## config.mk

```make
export PLATFORM = sky130hd
export DESIGN_NAME = mby_tag_uc_rx
export DESIGN_NICKNAME = d
export VERILOG_FILES = /design/src/rtl/mby_tag_uc_rx.sv
export SDC_FILE = /design/constraint.sdc
export NUM_CORES = 1
export LEC_CHECK = 0
export CORE_UTILIZATION = 60
export CTS_CLUSTER_SIZE = 14
export DETAILED_ROUTE_END_ITERATION = 7
export PLACE_DENSITY = 0.85
export SETUP_SLACK_MARGIN = 0.4
export SLEW_MARGIN = 20
export SYNTH_ARGS = -nofsm -noshare
export SYNTH_HDL_FRONTEND = slang
export SYNTH_SLANG_ARGS = --single-unit
```

## constraint.sdc

```tcl
create_clock -name clk -period 17.9 [get_ports clk]
set_clock_uncertainty 0.1 [all_clocks]
set_input_delay 3.58 -clock clk [delete_from_list [all_inputs] [get_ports clk]]
set_output_delay 3.58 -clock clk [all_outputs]
set_load 0.01 [all_outputs]
```

## src/rtl/mby_tag_uc_rx.sv

```systemverilog
// mby_tag_uc_rx: unicast tag receiver. Tags addressed to cfg_port_id are pushed
// into a small FIFO (same-edge write, no fall-through) and drained through a
// valid/ready port. Accepted and overflow-dropped tags are counted (saturating).
//
// Ports:
//   clk, rst_n                  clock, async active-low reset
//   tag_valid/tag_dst/tag_data  ring tag input
//   tag_par                     even parity over {tag_dst,tag_data}
//   cfg_port_id                 local port ID (quasi-static)
//   out_valid/out_ready/out_data FIFO head handshake
//   fifo_level                  current occupancy
//   acc_cnt, drop_cnt           saturating accept / overflow-drop counters
//   ovf_sticky                  set on first overflow drop
//   par_err_cnt                 saturating parity-error drop counter
//
// Configuration macro: MBY_TAG_UC_RX_PARITY_EN enables the parity check;
// without it tag_par is ignored and par_err_cnt is tied to 0.
module mby_tag_uc_rx #(
  parameter int unsigned DATA_W = 64,
  parameter int unsigned DST_W  = 5,
  parameter int unsigned DEPTH  = 8
) (
  input  logic                     clk,
  input  logic                     rst_n,
  input  logic                     tag_valid,
  input  logic [DST_W-1:0]         tag_dst,
  input  logic [DATA_W-1:0]        tag_data,
  input  logic                     tag_par,
  input  logic [DST_W-1:0]         cfg_port_id,
  output logic                     out_valid,
  input  logic                     out_ready,
  output logic [DATA_W-1:0]        out_data,
  output logic [$clog2(DEPTH):0]   fifo_level,
  output logic [15:0]              acc_cnt,
  output logic [15:0]              drop_cnt,
  output logic                     ovf_sticky,
  output logic [15:0]              par_err_cnt
);

  localparam int unsigned AW = $clog2(DEPTH);
  localparam int unsigned LW = AW + 1;
  localparam int unsigned CW = 16;

  logic [DATA_W-1:0] mem_q [DEPTH];
  logic [AW-1:0]     wr_q, wr_d, rd_q, rd_d;
  logic [LW-1:0]     level_q, level_d;
  logic              out_valid_q, out_valid_d;
  logic [CW-1:0]     acc_q, acc_d, drop_q, drop_d;
  logic              ovf_q, ovf_d;

  logic match_c, par_bad_c, take_c, pop_c, full_c, push_c, drop_c;

`ifdef MBY_TAG_UC_RX_PARITY_EN
  logic [CW-1:0] par_err_q, par_err_d;
  // Received parity must equal the XOR of the protected fields.
  assign par_bad_c = match_c && (tag_par != ^{tag_dst, tag_data});
`else
  logic unused_tag_par;
  assign unused_tag_par = tag_par;
  assign par_bad_c      = 1'b0;
`endif

  // Decode: match, pop, and whether a match fits (a same-cycle pop frees a slot).
  always_comb begin
    match_c = tag_valid && (tag_dst == cfg_port_id);
    take_c  = match_c && !par_bad_c;
    pop_c   = out_valid_q && out_ready;
    full_c  = (level_q == LW'(DEPTH));
    push_c  = take_c && (!full_c || pop_c);
    drop_c  = take_c && full_c && !pop_c;
  end

  // Next-state for pointers, level and counters.
  always_comb begin
    wr_d        = wr_q;
    rd_d        = rd_q;
    level_d     = level_q;
    acc_d       = acc_q;
    drop_d      = drop_q;
    ovf_d       = ovf_q;
    if (push_c) wr_d = wr_q + AW'(1);
    if (pop_c)  rd_d = rd_q + AW'(1);
    level_d     = level_q + LW'(push_c) - LW'(pop_c);
    out_valid_d = (level_d != '0);
    if (push_c && (acc_q != '1)) acc_d = acc_q + CW'(1);
    if (drop_c) begin
      ovf_d = 1'b1;
      if (drop_q != '1) drop_d = drop_q + CW'(1);
    end
  end

  always_ff @(posedge clk or negedge rst_n) begin
    if (!rst_n) begin
      wr_q        <= '0;
      rd_q        <= '0;
      level_q     <= '0;
      out_valid_q <= 1'b0;
      acc_q       <= '0;
      drop_q      <= '0;
      ovf_q       <= 1'b0;
    end else begin
      wr_q        <= wr_d;
      rd_q        <= rd_d;
      level_q     <= level_d;
      out_valid_q <= out_valid_d;
      acc_q       <= acc_d;
      drop_q      <= drop_d;
      ovf_q       <= ovf_d;
    end
  end

  // Storage needs no reset; validity is tracked by level/out_valid.
  always_ff @(posedge clk) begin
    if (push_c) mem_q[wr_q] <= tag_data;
  end

`ifdef MBY_TAG_UC_RX_PARITY_EN
  always_comb begin
    par_err_d = par_err_q;
    if (par_bad_c && (par_err_q != '1)) par_err_d = par_err_q + CW'(1);
  end

  always_ff @(posedge clk or negedge rst_n) begin
    if (!rst_n) par_err_q <= '0;
    else        par_err_q <= par_err_d;
  end

  assign par_err_cnt = par_err_q;
`else
  assign par_err_cnt = '0;
`endif

  assign out_valid  = out_valid_q;
  assign out_data   = mem_q[rd_q];
  assign fifo_level = level_q;
  assign acc_cnt    = acc_q;
  assign drop_cnt   = drop_q;
  assign ovf_sticky = ovf_q;

endmodule

```

==> results_dict.tcl <==
set metrics [dict create \
    setup_viol 0 \
    die_h_microns 191 \
    cts_buffer_depth 3 \
    htreeDepth 2 \
    use_met3_pct 5.89 \
    synth_edf_count 512 \
    overflow 0 \
    wire_per_inst_microns 25.5 \
    tns_ns 0 \
    comb_power_share_pct 27.4 \
    maxClockFrequency_mhz 133 \
    crit_path_end_kind "output port" \
    grt_pass1_wl_microns 63700 \
    fin_cells 1670 \
    setup.worst_path.class "flop to output port" \
    worstPathCellList "buf_4, mux4_2, mux2_2, clkdlybuf4s50_1" \
    grt_max_degree 75 \
    post-route-min-period_ns 7.53 \
    gp_congestion 0.806 \
    netlist_instances 959 \
    intPower_mw 2.67 \
    cp-start-kind "flop" \
    async_reset_ff_share_pct 7.91 \
    grt_usage_pct 24.0 \
    ys_types 43 \
    clock_latency_ns 0.57 \
    cp_num_cells 4 \
    slew_violations 0 \
    slowest_delay_ns 0.90 \
    final-seq-area_sq_um 16500 \
    io_buffer_count 179 \
    peakVddDrop_mv 0.100 \
    syn2layout_area_growth_pct 19.0 \
    crit_slowest_cell "buf_4" \
    reg2reg_depth 6 \
    yosysWarnings 0 \
    top_usage_layer "met2" \
    worst_pin_slew_ns 1.11 \
    design.core.area_sq_um 34900 \
    cp_data_required_time_ns 14.22 \
    postSynthAreaPerCell_sq_um 22.4 \
    cp_top_family "buffers and inverters" \
    hold_buffers 0 \
    drtPass1Iterations 4 \
    clockRootBuffer "clkbuf_16" \
    cts_tree "yes" \
    min_path_cells 1 \
    clkPwrFrac_pct 30.6 \
    fillers 1916 \
    sw_frac_of_total_pct 25.5 \
    rsz0062_at_grt "no" \
    p_seq_share_pct 42.0 \
    route.detailed.drc 0 \
    vias 10100 \
    core.rowCount 68 \
    vias_per_cell 6.05 \
    p_switching_mw 0.916 \
    grt_use_met2_pct 41.4 \
    finalNetCount 1263 \
    ctsResizeCount 0 \
    placed_cells 1574 \
    start_util_pct 61.6 \
    p_per_area_nw_per_um2 140 \
    maxCapViolations 0 \
    io_pins 197 \
    grt_pass1_vias 10700 \
    numClockSinks 556 \
    path_max_fanout 52 \
    drt_iter0_drc 614 \
    synthFlopType "edfxtp_1" \
    layout-drive-gt1-share_pct 25.8 \
    worst-path-buf-inv 2 \
    multi_input_area_sq_um 4800 \
    dieArea_sq_um 36600 \
    cts_buffers 54 \
    ys_ff_latch 556 \
    use_met1_pct 30.8 \
    hp-class "flop to flop" \
    antenna_found_initial 4 \
    dpl.hpwl_microns 22300 \
    finalHoldViolations 0 \
    timing.final.crit_share_pct 42.0 \
    ys_seq_area_share_pct 76.7 \
    antenna_left 0 \
    drt_wl_total_microns 42600 \
    die_w_microns 191 \
    path_clk_slew_ns 0.06 \
    leakage_nw 8.37 \
    relSlewSlack_pct 25.6 \
    post_cts_buffers 0 \
    netlist_area_sq_um 21500 \
    status "finished, final reports clean" \
    antenna_cells 0 \
    worst_ep_arrival_time_ns 3.85 \
]
## per-stage QoR
| step | worst slack [ns] | total power [mW] | utilization, % | hold WS (ns) | instance area (sq um) |
|---|---|---|---|---|---|
| 6_report | 10.37 | 3.59 | 73.3 | 0.387 | 25600 |
| 5_1_grt | 10.08 | 3.73 | 73.3 | 0.399 | 25600 |
| 4_1_cts | 10.25 | 3.63 | 73.3 | 0.388 | 25600 |
| 3_5_place_dp | 10.51 | 2.52 | 68.3 | 0.362 | 23800 |
| 3_3_place_gp | 10.50 | 2.51 | 68.3 | 0.361 | 23800 |
| 2_1_floorplan | 6.30 | 2.13 | - | 0.413 | 21500 |
## power by group through the flow
stage          Clock, mW  Sequential, mW  Combinational, mW
2_1_floorplan          0            1.48              0.648
3_3_place_gp           0            1.54              0.972
3_5_place_dp           0            1.54              0.986
4_1_cts             1.12            1.51               1.00
5_1_grt             1.16            1.52               1.05
6_report            1.10            1.51              0.984
## cells in the final DEF, fill, tap and decap left out, drive strengths merged, types with 2 or more instances in the layout
cell	n
bufinv	4
nor4	6
and2	2
inv	6
nand2	19
clkdlybuf4s50	178
xor2	11
edfxtp	512
mux4	128
nor3	7
nor4b	3
nand3	16
clkinv	21
nor3b	3
xnor2	27
nor2	6
a211oi	3
conb	16
ha	8
and3	5
clkbuf	70
buf	23
a21oi	3
mux2	70
dfrtp	44
nand4	11
## sequential cells by signal, indices dropped and copies added (netlist names)
register    flops
out_valid       1
acc_cnt        16
mem_q         512
fifo_level      4
ovf_sticky      1
wr_q            3
drop_cnt       16
rd_q            3
## Yosys cell counts, drive strengths merged (6+ instances only)
| cell | instances | area [sq um] |
|---|---|---|
| nand4 | 11 | 83.8 |
| nor2 | 6 | 22.5 |
| nand2 | 19 | 73.8 |
| buf | 36 | 214 |
| edfxtp | 512 | 15400 |
| mux2 | 70 | 788 |
| inv | 6 | 22.5 |
| xnor2 | 27 | 236 |
| xor2 | 11 | 96.3 |
| dfrtp | 44 | 1100 |
| clkbuf | 20 | 75.1 |
| ha | 8 | 100 |
| nand3 | 16 | 80.1 |
| nor3 | 7 | 40.0 |
| nor4 | 6 | 43.8 |
| mux4 | 128 | 2880 |
## area by class of cell
cell class / instances / share of cell area (%)
tap: 455 / 2.23
clock inverter: 26 / 0.871
inverter: 6 / 0.0880
timing repair buffer: 201 / 7.66
clock buffer: 70 / 5.93
sequential: 556 / 64.5
multi-input combinational: 356 / 18.8
## path summary, 6_finish.rpt
path,start,end,slack [ns]
max,rd_q[0]$_DFFE_PN0N_,out_data[6],10.37
min,ovf_sticky$_DFFE_PN0P_,ovf_sticky$_DFFE_PN0P_,0.39
max reg2reg,fifo_level[2]$_DFF_PN0_,mem_q[4][39]$_DFFE_PP_,14.15
min reg2reg,ovf_sticky$_DFFE_PN0P_,ovf_sticky$_DFFE_PN0P_,0.39
max in group asynchronous,rst_n,rd_q[2]$_DFFE_PN0N_,14.35
min in group asynchronous,rst_n,acc_cnt[2]$_DFFE_PN0P_,2.91
## metal layers
layer / vias up / part of all wire [%]
met5: - / 0.13
li1: 4387 / -
met4: 8 / 2.0
met2: 379 / 52
met1: 5247 / 38
met3: 79 / 7.6
## worst reg2reg max path, cell delays in order, from the launching register on
cell,delay (ns)
dfrtp_1,0.35
inv_1,0.06
ha_1,0.25
a211oi_2,0.21
nand2_1,0.39
nor4b_2,1.04
buf_4,0.92
## logic make-up after synthesis
kind of cell | count (synthesis) | share of synthesized area [%]
buffers and inverters | 62 | 1.45
XOR/XNOR | 38 | 1.55
other | 1 | 0.0175
AO/OA/AOI/OAI | 10 | 0.355
AND/OR/NAND/NOR | 85 | 2.31
multiplexers | 198 | 17.1
adder cells (fa/ha/maj) | 9 | 0.559
flip-flops | 556 | 76.7
(Power assumes the default switching activity.)
